===== src/rtl/seg_scan_ctrl.sv =====
// seg_scan_ctrl: time-multiplexed scan controller for a multi-digit seven-segment display.
// Holds the displayed hex value and digit enables and walks an active-low anode across the digits.
// It presents the selected nibble and a decoder enable with one registered cycle of latency.
// New values are taken through a valid/ready pending register.
// A pending value is copied to the active value only at a frame wrap, so the display never tears.
// Optional feature: define SEG_LZB_EN to enable leading-zero blanking.
// Leading-zero blanking uses a digit index registered when a new value is committed.
module seg_scan_ctrl #(
  parameter int DIGITS       = 8,
  parameter int DIV_MAX      = 100000,
  parameter int BLANK_CYCLES = 2000
) (
  input  logic                  clk,
  input  logic                  rst_n,
  input  logic                  iValid,
  input  logic [4*DIGITS-1:0]   iValue,
  input  logic [DIGITS-1:0]     iDigitEn,
  output logic                  oReady,
  output logic [DIGITS-1:0]     oAn,
  output logic [3:0]            oData,
  output logic                  oEna,
  output logic                  oFrame
);

  localparam int CNT_W = (DIV_MAX > 2) ? $clog2(DIV_MAX) : 1;
  localparam int IDX_W = (DIGITS > 1) ? $clog2(DIGITS) : 1;
  localparam logic [CNT_W-1:0] CNT_LAST  = CNT_W'(DIV_MAX - 1);
  localparam logic [CNT_W-1:0] CNT_BLANK = CNT_W'(BLANK_CYCLES);
  localparam logic [IDX_W-1:0] IDX_LAST  = IDX_W'(DIGITS - 1);

  // Scan position
  logic [CNT_W-1:0]    r_div_cnt;
  logic [IDX_W-1:0]    r_idx;

  // Active (displayed) and pending (waiting for frame wrap) value/enable
  logic [4*DIGITS-1:0] r_act_val;
  logic [DIGITS-1:0]   r_act_en;
  logic [4*DIGITS-1:0] r_pend_val;
  logic [DIGITS-1:0]   r_pend_en;
  logic                r_pend_full;

  // Registered outputs
  logic [DIGITS-1:0]   r_an;
  logic [3:0]          r_data;
  logic                r_ena;
  logic                r_frame;

  logic                w_slot_end;
  logic                w_wrap;
  logic                w_accept;
  logic                w_commit;
  logic                w_blank;
  logic                w_shown;
  logic                w_lit;
  logic [3:0]          w_nib [DIGITS];
  logic [DIGITS-1:0]   w_an_sel;

  assign w_slot_end = (r_div_cnt == CNT_LAST);
  assign w_wrap     = w_slot_end && (r_idx == IDX_LAST);
  assign w_accept   = iValid && !r_pend_full;
  // Commit only ever happens with the pending register full, so accept and commit never collide.
  assign w_commit   = w_wrap && r_pend_full;
  assign w_blank    = (r_div_cnt < CNT_BLANK);

  // Per-digit nibble slices of the active value and the one-hot active-low anode decode
  for (genvar gi = 0; gi < DIGITS; gi++) begin : g_digit
    assign w_nib[gi]    = r_act_val[4*gi +: 4];
    assign w_an_sel[gi] = (r_idx != IDX_W'(gi));
  end

`ifdef SEG_LZB_EN
  logic [IDX_W-1:0] r_msd;
  logic [IDX_W-1:0] w_msd_next;

  // Highest enabled non-zero digit of the value about to be committed; digit 0 when all are zero
  always_comb begin
    w_msd_next = '0;
    for (int k = 0; k < DIGITS; k++) begin
      if (r_pend_en[k] && (r_pend_val[4*k +: 4] != 4'h0)) begin
        w_msd_next = IDX_W'(k);
      end
    end
  end

  // Most-significant shown digit, updated together with the active value
  always_ff @(posedge clk or negedge rst_n) begin
    if (!rst_n) begin
      r_msd <= '0;
    end else if (w_commit) begin
      r_msd <= w_msd_next;
    end
  end

  assign w_shown = r_act_en[r_idx] && (r_idx <= r_msd);
`else
  assign w_shown = r_act_en[r_idx];
`endif

  assign w_lit = !w_blank && w_shown;

  // Slot divider and digit index; the index advances when a slot ends and wraps after the last digit
  always_ff @(posedge clk or negedge rst_n) begin
    if (!rst_n) begin
      r_div_cnt <= '0;
      r_idx     <= '0;
    end else if (w_slot_end) begin
      r_div_cnt <= '0;
      r_idx     <= (r_idx == IDX_LAST) ? '0 : r_idx + IDX_W'(1);
    end else begin
      r_div_cnt <= r_div_cnt + CNT_W'(1);
    end
  end

  // Load handshake into pending and commit of pending to active at the frame wrap
  always_ff @(posedge clk or negedge rst_n) begin
    if (!rst_n) begin
      r_act_val   <= '0;
      r_act_en    <= '0;
      r_pend_val  <= '0;
      r_pend_en   <= '0;
      r_pend_full <= 1'b0;
    end else if (w_commit) begin
      r_act_val   <= r_pend_val;
      r_act_en    <= r_pend_en;
      r_pend_full <= 1'b0;
    end else if (w_accept) begin
      r_pend_val  <= iValue;
      r_pend_en   <= iDigitEn;
      r_pend_full <= 1'b1;
    end
  end

  // Display outputs registered from the current scan position; the frame pulse marks the last slot ending
  always_ff @(posedge clk or negedge rst_n) begin
    if (!rst_n) begin
      r_an    <= '1;
      r_data  <= '0;
      r_ena   <= 1'b0;
      r_frame <= 1'b0;
    end else begin
      r_frame <= w_wrap;
      r_data  <= w_nib[r_idx];
      if (w_lit) begin
        r_an  <= w_an_sel;
        r_ena <= 1'b1;
      end else begin
        r_an  <= '1;
        r_ena <= 1'b0;
      end
    end
  end

  assign oReady = !r_pend_full;
  assign oAn    = r_an;
  assign oData  = r_data;
  assign oEna   = r_ena;
  assign oFrame = r_frame;

endmodule


===== config.mk =====
export PLATFORM = sky130hd
export DESIGN_NAME = seg_scan_ctrl
export DESIGN_NICKNAME = d
export VERILOG_FILES = /design/src/rtl/seg_scan_ctrl.sv
export SDC_FILE = /design/constraint.sdc
export NUM_CORES = 1
export LEC_CHECK = 0
export BUFFER_PORTS_ARGS = -buffer_cell sky130_fd_sc_hd__clkbuf_2
export CORE_MARGIN = 2
export CORE_UTILIZATION = 58
export DETAILED_ROUTE_END_ITERATION = 10
export PLACE_DENSITY = 0.89
export SYNTH_ARGS = -nofsm -noshare
export SYNTH_HDL_FRONTEND = slang
export SYNTH_SLANG_ARGS = --single-unit

===== constraint.sdc =====
create_clock -name clk -period 2.55 [get_ports clk]
set_input_delay 0.1275 -clock clk [delete_from_list [all_inputs] [get_ports clk]]
set_output_delay 0.1275 -clock clk [all_outputs]
set_load 0.02 [all_outputs]

# After elaboration in Yosys (flattened, before gate mapping)
# Index checks and enable logic that the tools add are counted.
op_classes:
  addsub: 2
  mul: 0
  div_mod_pow: 0
  magnitude_cmp: 3
  eq_ne: 9
  shift: 0
  mux: 11
  bitwise_logic: 2
  n_reduce_logical: 9
op_table:
  columns: ["operator", "count"]
  rows:
  - ["$add A17 B1 Y17 const B", 1]
  - ["$eq A17 B17 Y1 const B", 1]
  - ["$lt A17 B11 Y1 const B", 1]
  - ["$mux W17", 1]
  - ["$bmux W4 S3", 1]
  - ["$ne A3 B3 Y1 const B", 4]
  - ["$mux W4", 2]
  - ["$mux W8", 1]
  - ["$ne A3 B2 Y1 const B", 2]
  - ["$ge A4 B4 Y1 const B", 1]
  - ["$logic_and A1 B1 Y1", 4]
  - ["$lt A3 B4 Y1 const B", 1]
  - ["$mux W1", 4]
  - ["$not A3 Y4", 1]
  - ["$add A3 B1 Y3 const B", 1]
  - ["$bmux W1 S3", 1]
  - ["$eq A3 B3 Y1 const B", 1]
  - ["$mux W3", 1]
  - ["$ne A3 B1 Y1 const B", 1]
  - ["$reduce_bool A3 Y1", 1]
  - ["$logic_not A1 Y1", 2]
  - ["$reduce_and A2 Y1", 1]
  - ["$reduce_bool A2 Y1", 1]
  - ["$not A1 Y1", 1]
totals:
  register_bits: 115
  latch_bits: 0
  ramBits: 0
  rom_bits: 0
  inputBits: 43
  output_inout_bits: 15
  word_cells: 47
  mem_count: 0

# Depth between registers and ports, before layout
# Gate-level depths: netlist of run 1.
depth:
  word_depth: 5
  ltp_mapped: 9
  mapped_depth_nobuf: 5

# Least setup slack after synthesis of run 1
# Ideal clock, no wire load.
synth_timing:
  kind: "register -> register"
  start: "reg r_div_cnt[0]"
  end: "reg r_act_en[0]"
  setup_ns: 0.125
  arrival_ns: 1.975
  required_ns: 2.425
  setup_slack_ns: 0.450
  path_stages_with_launch: 10
  n_path_buf: 4
  period_less_slack_ns: 2.100
  cell_sequence: "dfrtp_1 > ha_1 > and4_1 > buf_4 > and4_4 > buf_6 > and3_4 > buf_12 > buf_12 > mux2_4"
synth_between:
  elab_chain_cells: 3
synth_lines:
  columns: ["element", "line", "rtl"]
  rows:
  - ["from (decl)", "32", "logic [CNT_W-1:0] r_div_cnt;"]
  - ["from (signal assigned)", "110", "r_div_cnt <= r_div_cnt + CNT_W'(1);"]
  - ["$eq A17 B17 Y1", "58", "assign w_slot_end = (r_div_cnt == CNT_LAST);"]
  - ["$logic_and A1 B1 Y1", "59", "assign w_wrap = w_slot_end && (r_idx == IDX_LAST);"]
  - ["$logic_and A1 B1 Y1", "62", "assign w_commit = w_wrap && r_pend_full;"]
  - ["to (signal assigned)", "124", "r_act_en <= r_pend_en;"]
  - ["to (decl)", "37", "logic [DIGITS-1:0] r_act_en;"]
# Every way passes these cells.
# A chain may end at the register's enable or synchronous reset.

# Final worst setup path of run 1
layout_timing:
  start: "reg r_div_cnt[0]"
  end: "reg r_act_val[17]"
layout_between:
  elab_chain_cells: 3
layout_lines:
  columns: ["element", "line", "rtl"]
  rows:
  - ["$eq A17 B17 Y1", "58", null]
  - ["$logic_and A1 B1 Y1", "59", null]
  - ["$logic_and A1 B1 Y1", "62", null]
  - ["to (signal assigned)", "123", "r_act_val <= r_pend_val;"]
  - ["to (decl)", "36", "logic [4*DIGITS-1:0] r_act_val;"]
# Every way passes these cells.

==> flow_summary_export.csv, run 1 <==
group,metric,value,unit
logic_synthesis,yosys_warnings,0,
sta,skew,0.01064,ns
detailed_routing,vias,3032,
final_layout,num_antenna_cells,0,
sta,slew_headroom,0.6769,
detailed_routing,ant_nets,0,
logic_synthesis,synth_top_flop_cell,"dfrtp_1",
logic_synthesis,avgSynthCellArea,15.17,um^2
detailed_routing,drt_iter0_drc,235,
final_layout,n_fill_cell,471,
worst_setup_path,slowest_delay,0.41,ns
cts,numCtsBuffers,17,
worst_setup_path,crit_arrival,2.64,ns
worst_setup_path,worstPathRequired,2.94,ns
detailed_routing,wirelength,10190,um
cts,clk_path_buf_depth,2,
floorplan,core_region_area,8258,um^2
final_layout,nNetsFinal,487,
sta,finalMaxSlewViolations,0,
cts,cts_tree,"yes",
sta,setup-tns-final,0,ns
sta,worst-slew-pin-transition,0.4847,ns
placement,place.gp.congestion,0.8400,
worst_setup_path,cp_max_fo,21,
power_and_ir_drop,combinationalPowerShare,0.047,
floorplan,rows,33,
logic_synthesis,synth_cell_types,36,
worst_setup_path,cp_slowest_cell,"dfrtp_1",
final_layout,drive_gt1_frac,0.4422,
floorplan,die_x,96.49,um
floorplan,start_util,0.6008,
logic_synthesis,ys_ff_latch,115,
logic_synthesis,synth_top_area_share,0.5397,
global_routing,grt-ovfl-total,0,
global_routing,grt_pass1_wl,16970,um
sta,period_share,0.8820,
worst_setup_path,start_kind,"register",
power_and_ir_drop,sw_frac_of_total,0.2274,
logic_synthesis,synth_seq_area_share,0.5821,
logic_synthesis,async_flop_share,1.000,
sta,finalHoldViolCount,0,
logic_synthesis,synth_fp_nets,377,
detailed_routing,avgRoutedWirePerCell,18.37,um
logic_synthesis,synth-edff-count,0,
cts,htree_levels,4,
power_and_ir_drop,powerDensity,671.1,nW/um^2
power_and_ir_drop,ir_worst_vdd,0.4758,mV
power_and_ir_drop,finalPower,4.219,mW
sta,rsz0062_at_grt,"false",
sta,period_needed,2.249,ns
sta,hold_ws,0.04111,ns
logic_synthesis,synthTopCellsByArea,"dfrtp_1, mux2_4, mux2_2",
logic_synthesis,synth_top_area_cell,"dfrtp_1",
placement,numPortBuffers,57,
run,max_cap_violations,0,
logic_synthesis,synthCells,327,
cts,cts-root-buf,"clkbuf_8",
global_routing,grt_pass1_vias,3315,
cts,clk_pin_slew_worst_paths,0.05,ns
power_and_ir_drop,p_leak,2.931,nW
floorplan,die_y,96.49,um
logic_synthesis,netlist_area,4961,um^2
placement,dpl.hpwl,6043,um
sta,fmax,444.6,MHz
worst_setup_path,critPathCaptureType,"register",
placement,placed_area,5339,um^2
run_status,status,"complete, no violations",
sta,finalSetupViolCount,0,
worst_setup_path,worst-setup-path-type,"register to register",
floorplan,dieArea,9309,um^2
global_routing,track_usage,0.2517,
floorplan,pin_count,58,
global_routing,antenna_found_initial,0,
power_and_ir_drop,power.switching,959.3,uW
worst_setup_path,cp_cell_sequence,"ha_1, and4_1, and4_4, and3_4, buf_12, mux2_4",
final_layout,fin_area,6287,um^2
power_and_ir_drop,power_frac_clock,0.491,
power_and_ir_drop,p_int,3.260,mW
logic_synthesis,synth.most_common_cell,"dfrtp_1",
power_and_ir_drop,pwr-share-seq,0.462,
detailed_routing,routed_via_density,5.463,
global_routing,grt_max_degree,95,
detailed_routing,drcViolationCount,0,
final_layout,area_growth,26.73,%
detailed_routing,drt_pre_antenna_iters,4,
logic_synthesis,synth_commonest_cells,"dfrtp_1, mux2_2, mux2_4",
worst_hold_path,hold_path_class,"input port to asynchronous set/reset pin",
cts,clkLatencyLatePin,0.51,ns
cts,cts.sinks,115,
[cells by family (layout without fill, tap and decap cells)]
| logic type | count (synthesis) | count (layout) | synth area share |
|---|---|---|---|
| compound gates | 5 | 5 | 0.006809 |
| mux | 93 | 93 | 0.2625 |
| buf+inv | 21 | 144 | 0.03506 |
| xor+xnor | 13 | 13 | 0.02295 |
| simple gates | 73 | 73 | 0.07289 |
| fa+ha+maj | 7 | 7 | 0.01765 |
| flops | 115 | 115 | 0.5821 |
[path summary, 6_finish.rpt]
kind / startpoint / to / slack (ns) / cells after the start
setup reg to reg: r_div_cnt[0] / r_act_val[17] / 0.30 / 6
max in group asynchronous: rst_n / r_act_val[24] / 1.76 / 3
hold reg to reg: r_pend_val[28] / r_act_val[28] / 0.50 / 1
hold / removal: rst_n / r_pend_en[0] / 0.04 / 2
setup / recovery: r_div_cnt[0] / r_act_val[17] / 0.30 / 6
min in group clk: iValue[4] / r_pend_val[4] / 0.38 / 3
[critical path: cells and delay by family (launching register included)]
kind	cells	cell delay (ns)
buffers and inverters	1	0.24
flip-flops	1	0.41
AND/OR/NAND/NOR	3	0.93
adder cells (fa/ha/maj)	1	0.23
multiplexers	1	0.31
[stage by stage]
stage / std cells / worst slack [ns] / utilization
6_report: 555 / 0.3010 / 0.7614
5_1_grt: 555 / 0.2371 / 0.7614
4_1_cts: 555 / 0.3094 / 0.7614
3_5_place_dp: 481 / 0.2985 / 0.6465
3_3_place_gp: 481 / 0.4007 / 0.6465
2_1_floorplan: 327 / 0.4498 / -
[registers in the layout (all words and copies together), names as in the netlist, 3 cells and up]
signal	flops
r_act_en	8
r_idx	3
r_pend_en	8
oData	4
r_act_val	32
oAn	8
r_div_cnt	17
r_pend_val	32
[power by group through the flow]
stage | Clock (mW) | Combinational, mW | Sequential (mW)
floorplan | 0 | 0.0665 | 1.96
global placement | 0 | 0.137 | 1.97
detailed placement | 0 | 0.144 | 1.98
CTS | 2.10 | 0.196 | 1.95
global route | 2.21 | 0.219 | 1.96
finish | 2.07 | 0.198 | 1.95
[what timing repair did]
item / CTS / global route
buffers inserted: 0 / 0
endpoints found under the hold margin: 156 / 0
hold buffers: 42 / 0
resized for setup: 0 / 0
[layout by cell type, fill, tap and decap left out, types with 6 or more instances in the layout]
cell and instances:
nand3_1 7, mux4_2 10, clkbuf_16 16, xnor2_1 9
nor2_1 15, mux2_4 39, inv_1 6, dlygate4sd3_1 42
clkbuf_2 56, ha_1 7, dfrtp_1 107, dfstp_2 8
clkinv_2 6, nand2_1 30, mux2_2 41
[final cells by class]
cell class	instances	area (um^2)	area share
Timing Repair Buffer	106	810.8	0.1290
Inverter	6	22.52	0.003582
Clock inverter	13	86.33	0.01373
Tap cell	105	131.4	0.02090
Sequential cell	115	2888	0.4593
Clock buffer	19	441.7	0.07025
Multi-Input combinational cell	191	1907	0.3033
[metal layers]
metal | vias to the layer above | part of all wire | GRT usage
met5 | - | 0 | 0
met4 | 0 | 0.022 | 0.1009
met3 | 23 | 0.035 | 0.07292
met2 | 88 | 0.51 | 0.4080
met1 | 1547 | 0.43 | 0.3218
li1 | 1374 | - | -
Power figures use the tool's default switching activity.
==> inputs of run 2 (changes only) <==
Settings changed: CORE_UTILIZATION 58 to 42, GPL_ROUTABILITY_DRIVEN set to 0, MAX_ROUTING_LAYER set to met4, PLACE_DENSITY 0.89 to 0.71.
==> run 2 against run 1 <==
Net effect: sequential share of layout area shrank 0.62 points; critical path type unchanged; wire length shrank 14%; sequential power is essentially flat; global-route usage shrank 9.5 points; utilization shrank 21 points; critical path depth is the same; clock-buffer cell count shrank 1.
==> flow_summary_export.csv, run 2 (synthesized netlist as in run 1, its figures left out) <==
group,metric,value,unit
floorplan,pin_count,58,
final_layout,nNetsFinal,487,
final_layout,num_antenna_cells,0,
global_routing,grt_pass1_wl,15200,um
floorplan,rows,39,
detailed_routing,drt_iter0_drc,141,
cts,cts-root-buf,"clkbuf_16",
floorplan,core_region_area,11470,um^2
detailed_routing,ant_nets,0,
cts,cts_tree,"yes",
floorplan,start_util,0.4326,
placement,dpl.hpwl,5805,um
cts,clkLatencyLatePin,0.41,ns
power_and_ir_drop,ir_worst_vdd,0.5487,mV
final_layout,layout_common_cells,"dfrtp_1, clkbuf_2, dlygate4sd3_1, mux2_2, mux2_4",
sta,slew_headroom,0.6485,
sta,finalMaxSlewViolations,0,
global_routing,antenna_found_initial,0,
cts,clk_pin_slew_worst_paths,0.06,ns
worst_setup_path,critPathCaptureType,"register",
placement,numPortBuffers,57,
cts,clk_path_buf_depth,2,
final_layout,largestRegisters,"r_act_val (32), r_pend_val (32), r_div_cnt (17)",
worst_setup_path,start_kind,"register",
sta,worst-slew-pin-transition,0.5272,ns
final_layout,drive_gt1_frac,0.4422,
detailed_routing,routed_via_density,4.867,
floorplan,die_y,112.7,um
worst_setup_path,slowest_delay,0.40,ns
worst_setup_path,cp_max_fo,18,
final_layout,final_common_cell,"dfrtp_1",
sta,finalSetupViolCount,0,
floorplan,die_x,112.7,um
worst_setup_path,crit_arrival,2.59,ns
worst_setup_path,cp_cell_sequence,"ha_1, and4_1, and4_4, and3_4, buf_12, mux2_4",
detailed_routing,drcViolationCount,0,
run,max_cap_violations,0,
final_layout,area_growth,28.47,%
global_routing,grt_max_degree,85,
floorplan,dieArea,12700,um^2
power_and_ir_drop,powerDensity,694.1,nW/um^2
sta,hold_ws,0.1978,ns
detailed_routing,avgRoutedWirePerCell,14.76,um
worst_setup_path,crit_start,"r_div_cnt[0]",
sta,rsz0062_at_grt,"false",
detailed_routing,wirelength,8754,um
worst_setup_path,worst-setup-path-type,"register to register",
cts,cts.sinks,115,
cts,postCtsSetupBuffers,0,
worst_setup_path,cp_slowest_cell,"dfrtp_1",
sta,setup-tns-final,0,ns
cts,numCtsBuffers,17,
sta,period_needed,2.302,ns
sta,finalHoldViolCount,0,
run_status,status,"complete, no violations",
worst_hold_path,hold_path_class,"input port to asynchronous set/reset pin",
worst_setup_path,crit_family,"simple AND/OR/NAND/NOR gates",
global_routing,track_usage,0.1569,
power_and_ir_drop,p_leak,2.949,nW
worst_setup_path,worstPathRequired,2.84,ns
detailed_routing,drt_pre_antenna_iters,4,
detailed_routing,vias,2886,
worst_setup_path,crit_buf_inv,1,
sta,period_share,0.9029,
global_routing,grt_pass1_vias,3174,
cts,htree_levels,4,
sta,fmax,434.3,MHz
global_routing,grt-ovfl-total,0,
worst_setup_path,rr_startpoint,"r_div_cnt[0]",
sta,skew,0.01240,ns
==> run 2: changes by cell type in the layout (fill, tap and decap cells not counted) <==
cell,change
bufinv_16,+1
clkbuf_16,+1
clkbuf_8,-2
clkinv_4,-1
buf_4,+1
inv_6,+8
clkinv_2,-6
clkinvlp_4,-1
buf_12,-1
==> run 2: final timing paths <==
kind	to	slack (ns)	depth (start not counted)
min in group clk	r_pend_val[9]	0.48	3
max in group asynchronous	r_act_en[0]	1.58	3
hold / removal	r_pend_val[21]	0.20	2
hold reg to reg	r_div_cnt[16]	0.49	1
setup / recovery	r_act_val[10]	0.25	6
setup reg to reg	r_act_val[10]	0.25	6
==> run 2: final cells by class <==
cell class | instances | area [um^2]
multi-input cells | 191 | 1907
inverters | 6 | 22.52
repair buffers | 106 | 798.3
clock inverters | 14 | 140.1
clock buffers | 18 | 439.2
flip-flops and latches | 115 | 2888
well taps | 143 | 178.9
fillers | 883 | 5094
==> run 2: layer usage <==
| metal | global-route usage | share of wire | vias to the layer above |
|---|---|---|---|
| met4 | 0.06179 | 0.018 | 0 |
| met5 | - | 0 | - |
| met2 | 0.2511 | 0.50 | 55 |
| li1 | - | - | 1369 |
| met3 | 0.03132 | 0.027 | 13 |
| met1 | 0.1978 | 0.46 | 1449 |
==> run 2: where the power goes <==
group	switching (mW)	total (mW)	internal, mW	leakage (nW)
combinational	0.0676	0.191	0.123	1.18
clock	0.899	2.29	1.39	0.276
sequential	0.0410	1.94	1.90	1.50
==> run 2: metrics by stage <==
stage	cells	instance area [um^2]	utilization	setup WS [ns]	total power, mW
2_1_floorplan	327	4961	-	0.4498	2.025
3_3_place_gp	519	5374	0.4686	0.3096	2.111
3_5_place_dp	519	5374	0.4686	0.2577	2.120
4_1_cts	593	6374	0.5558	0.2423	4.463
5_1_grt	593	6374	0.5558	0.1367	4.596
6_report	593	6374	0.5558	0.2476	4.424
==> run 2: timing repair <==
item / 4_1_cts / 5_1_grt
hold buffers: 42 / 0
resized for setup: 0 / 0
endpoints found under the hold margin: 72 / 0
==> inputs of run 3 (changes only) <==
Settings changed: CORE_MARGIN 2 to not set.
==> run 3 against run 2 <==
Net effect: sequential cell count unchanged; via count increased by 1.2%; total power increased by 6.8%; utilization increased by 0.63 points; final cell count unchanged; critical path depth unchanged; worst setup slack got worse by 0.060 ns; maximum frequency decreased by 2.5%; global-route usage increased by 1.3 points; first-iteration DRC count decreased by 49%; register-to-register slack got worse by 0.06 ns; critical endpoint is now r_act_val[5]; highest routed layer unchanged.
==> flow_summary_export.csv, run 3 (synthesized netlist as in run 1, its figures left out) <==
group,metric,value,unit
worst_setup_path,cp_slowest_cell,"dfrtp_1",
final_layout,drive_gt1_frac,0.4378,
detailed_routing,drt_iter0_drc,72,
cts,clk_pin_slew_worst_paths,0.05,ns
detailed_routing,ant_nets,0,
sta,slew_headroom,0.6111,
cts,cts.sinks,115,
sta,finalMaxSlewViolations,0,
sta,rsz0062_at_grt,"false",
floorplan,dieArea,12250,um^2
sta,period_share,0.9263,
global_routing,antenna_found_initial,0,
placement,dpl.hpwl,5898,um
sta,worst-slew-pin-transition,0.5833,ns
sta,fmax,423.4,MHz
run,max_cap_violations,0,
cts,cts-root-buf,"clkbuf_16",
detailed_routing,drcViolationCount,0,
final_layout,layout_common_cells,"dfrtp_1, clkbuf_2, dlygate4sd3_1, mux2_2, mux2_4",
worst_setup_path,cp_max_fo,23,
final_layout,nNetsFinal,487,
power_and_ir_drop,p_leak,2.992,nW
worst_setup_path,cp_cell_sequence,"ha_1, and4_1, and4_4, and3_4, buf_12, mux2_4",
detailed_routing,vias,2921,
worst_setup_path,r2r_setup_slack,0.19,ns
worst_setup_path,r2r_end,"r_act_val[5]",
floorplan,pin_count,58,
detailed_routing,avgRoutedWirePerCell,15.33,um
cts,clkLatencyLatePin,0.40,ns
worst_setup_path,worst-setup-path-type,"register to register",
floorplan,die_x,110.7,um
worst_setup_path,rr_startpoint,"r_div_cnt[0]",
worst_setup_path,r2r_cells,6,
power_and_ir_drop,powerDensity,732.8,nW/um^2
worst_hold_path,hold_path_class,"input port to asynchronous set/reset pin",
worst_setup_path,crit_arrival,2.64,ns
final_layout,final_common_cell,"dfrtp_1",
final_layout,area_growth,29.94,%
sta,period_needed,2.362,ns
detailed_routing,drt_pre_antenna_iters,4,
detailed_routing,wirelength,9089,um
worst_setup_path,start_kind,"register",
worst_setup_path,critPathCaptureType,"register",
sta,finalSetupViolCount,0,
cts,numCtsBuffers,17,
cts,clk_path_buf_depth,2,
global_routing,grt_max_degree,49,
worst_setup_path,crit_buf_inv,1,
global_routing,grt_pass1_vias,3281,
power_and_ir_drop,ir_worst_vdd,0.4813,mV
final_layout,largestRegisters,"r_act_val (32), r_pend_val (32), r_div_cnt (17)",
sta,setup-tns-final,0,ns
worst_setup_path,worstPathRequired,2.83,ns
worst_setup_path,slowest_delay,0.41,ns
global_routing,track_usage,0.1701,
run_status,status,"complete, no violations",
floorplan,die_y,110.7,um
floorplan,start_util,0.4326,
cts,cts_tree,"yes",
cts,post_cts_resized,0,
detailed_routing,routed_via_density,4.926,
final_layout,num_antenna_cells,0,
floorplan,rows,39,
global_routing,grt-ovfl-total,0,
cts,postCtsSetupBuffers,0,
final_layout,n_fill_cell,889,
placement,numPortBuffers,57,
global_routing,grt_pass1_wl,15840,um
worst_setup_path,crit_family,"simple AND/OR/NAND/NOR gates",
sta,skew,0.008380,ns
power_and_ir_drop,finalPower,4.724,mW
sta,finalHoldViolCount,0,
cts,htree_levels,4,
floorplan,core_region_area,11470,um^2
## run 3: changes by cell type in the layout (fill, tap and decap cells not counted)
cell,delta
inv_6,-9
clkinvlp_4,-2
clkinv_2,+4
clkbuf_1,+2
bufinv_16,+4
clkbuf_8,+2
clkinv_4,-1
## run 3: routing by layer
| metal | GRT usage | up-vias | share of wire |
|---|---|---|---|
| li1 | - | 1372 | - |
| met1 | 0.1995 | 1481 | 0.44 |
| met2 | 0.2865 | 57 | 0.52 |
| met3 | 0.03827 | 11 | 0.032 |
| met4 | 0.06400 | 0 | 0.012 |
| met5 | - | - | 0 |
## run 3: final cells by class
cell class / count / area [um^2] / area share
Clock buffer: 22 / 474.2 / 0.07356
Clock inverter: 10 / 177.7 / 0.02756
Inverter: 6 / 22.52 / 0.003494
Multi-Input combinational cell: 191 / 1907 / 0.2958
Sequential cell: 115 / 2888 / 0.4480
Tap cell: 143 / 178.9 / 0.02776
Timing Repair Buffer: 106 / 798.3 / 0.1238
## run 3: through the flow
stage                     cell area [um^2]  worst slack (ns)  utilization  hold WS (ns)  std cells
after CTS                             6446            0.1939       0.5621        0.2869        593
final                                 6446            0.1880       0.5621        0.2698        593
after global routing                  6446           0.08508       0.5621        0.3155        593
after floorplan                       4961            0.4498            -       -0.1681        327
after global placement                5374            0.3240       0.4686        0.1681        519
after detailed placement              5374            0.2202       0.4686        0.1690        519
## run 3: worst max path at each step
stage	start	cells past startpoint	slack [ns]	endpoint
2_1_floorplan	r_div_cnt[0]	9	0.45	r_act_en[0]
3_3_place_gp	r_div_cnt[0]	6	0.32	r_act_val[21]
3_5_place_dp	r_div_cnt[0]	6	0.22	r_act_val[29]
4_1_cts	r_div_cnt[0]	6	0.19	r_act_val[18]
5_1_grt	r_div_cnt[0]	6	0.09	r_act_val[1]
6_report	r_div_cnt[0]	6	0.19	r_act_val[5]
## run 3: what timing repair did
item | 4_1_cts | 5_1_grt
setup endpoints to repair | 0 | 0
hold buffers | 42 | 0
endpoints found under the hold margin | 87 | 0
## run 3: worst reg2reg max path, stage by stage (launching register included)
cell	delay, ns
dfrtp_1	0.41
ha_1	0.23
and4_1	0.34
and4_4	0.38
and3_4	0.31
buf_12	0.23
mux2_4	0.33
## run 3: power breakdown
group | internal (mW) | leakage, nW | total, mW | switching [mW]
sequential | 1.90 | 1.50 | 1.95 | 0.0425
combinational | 0.124 | 1.18 | 0.192 | 0.0677
clock | 1.80 | 0.320 | 2.59 | 0.784
total | 3.83 | 2.99 | 4.72 | 0.894
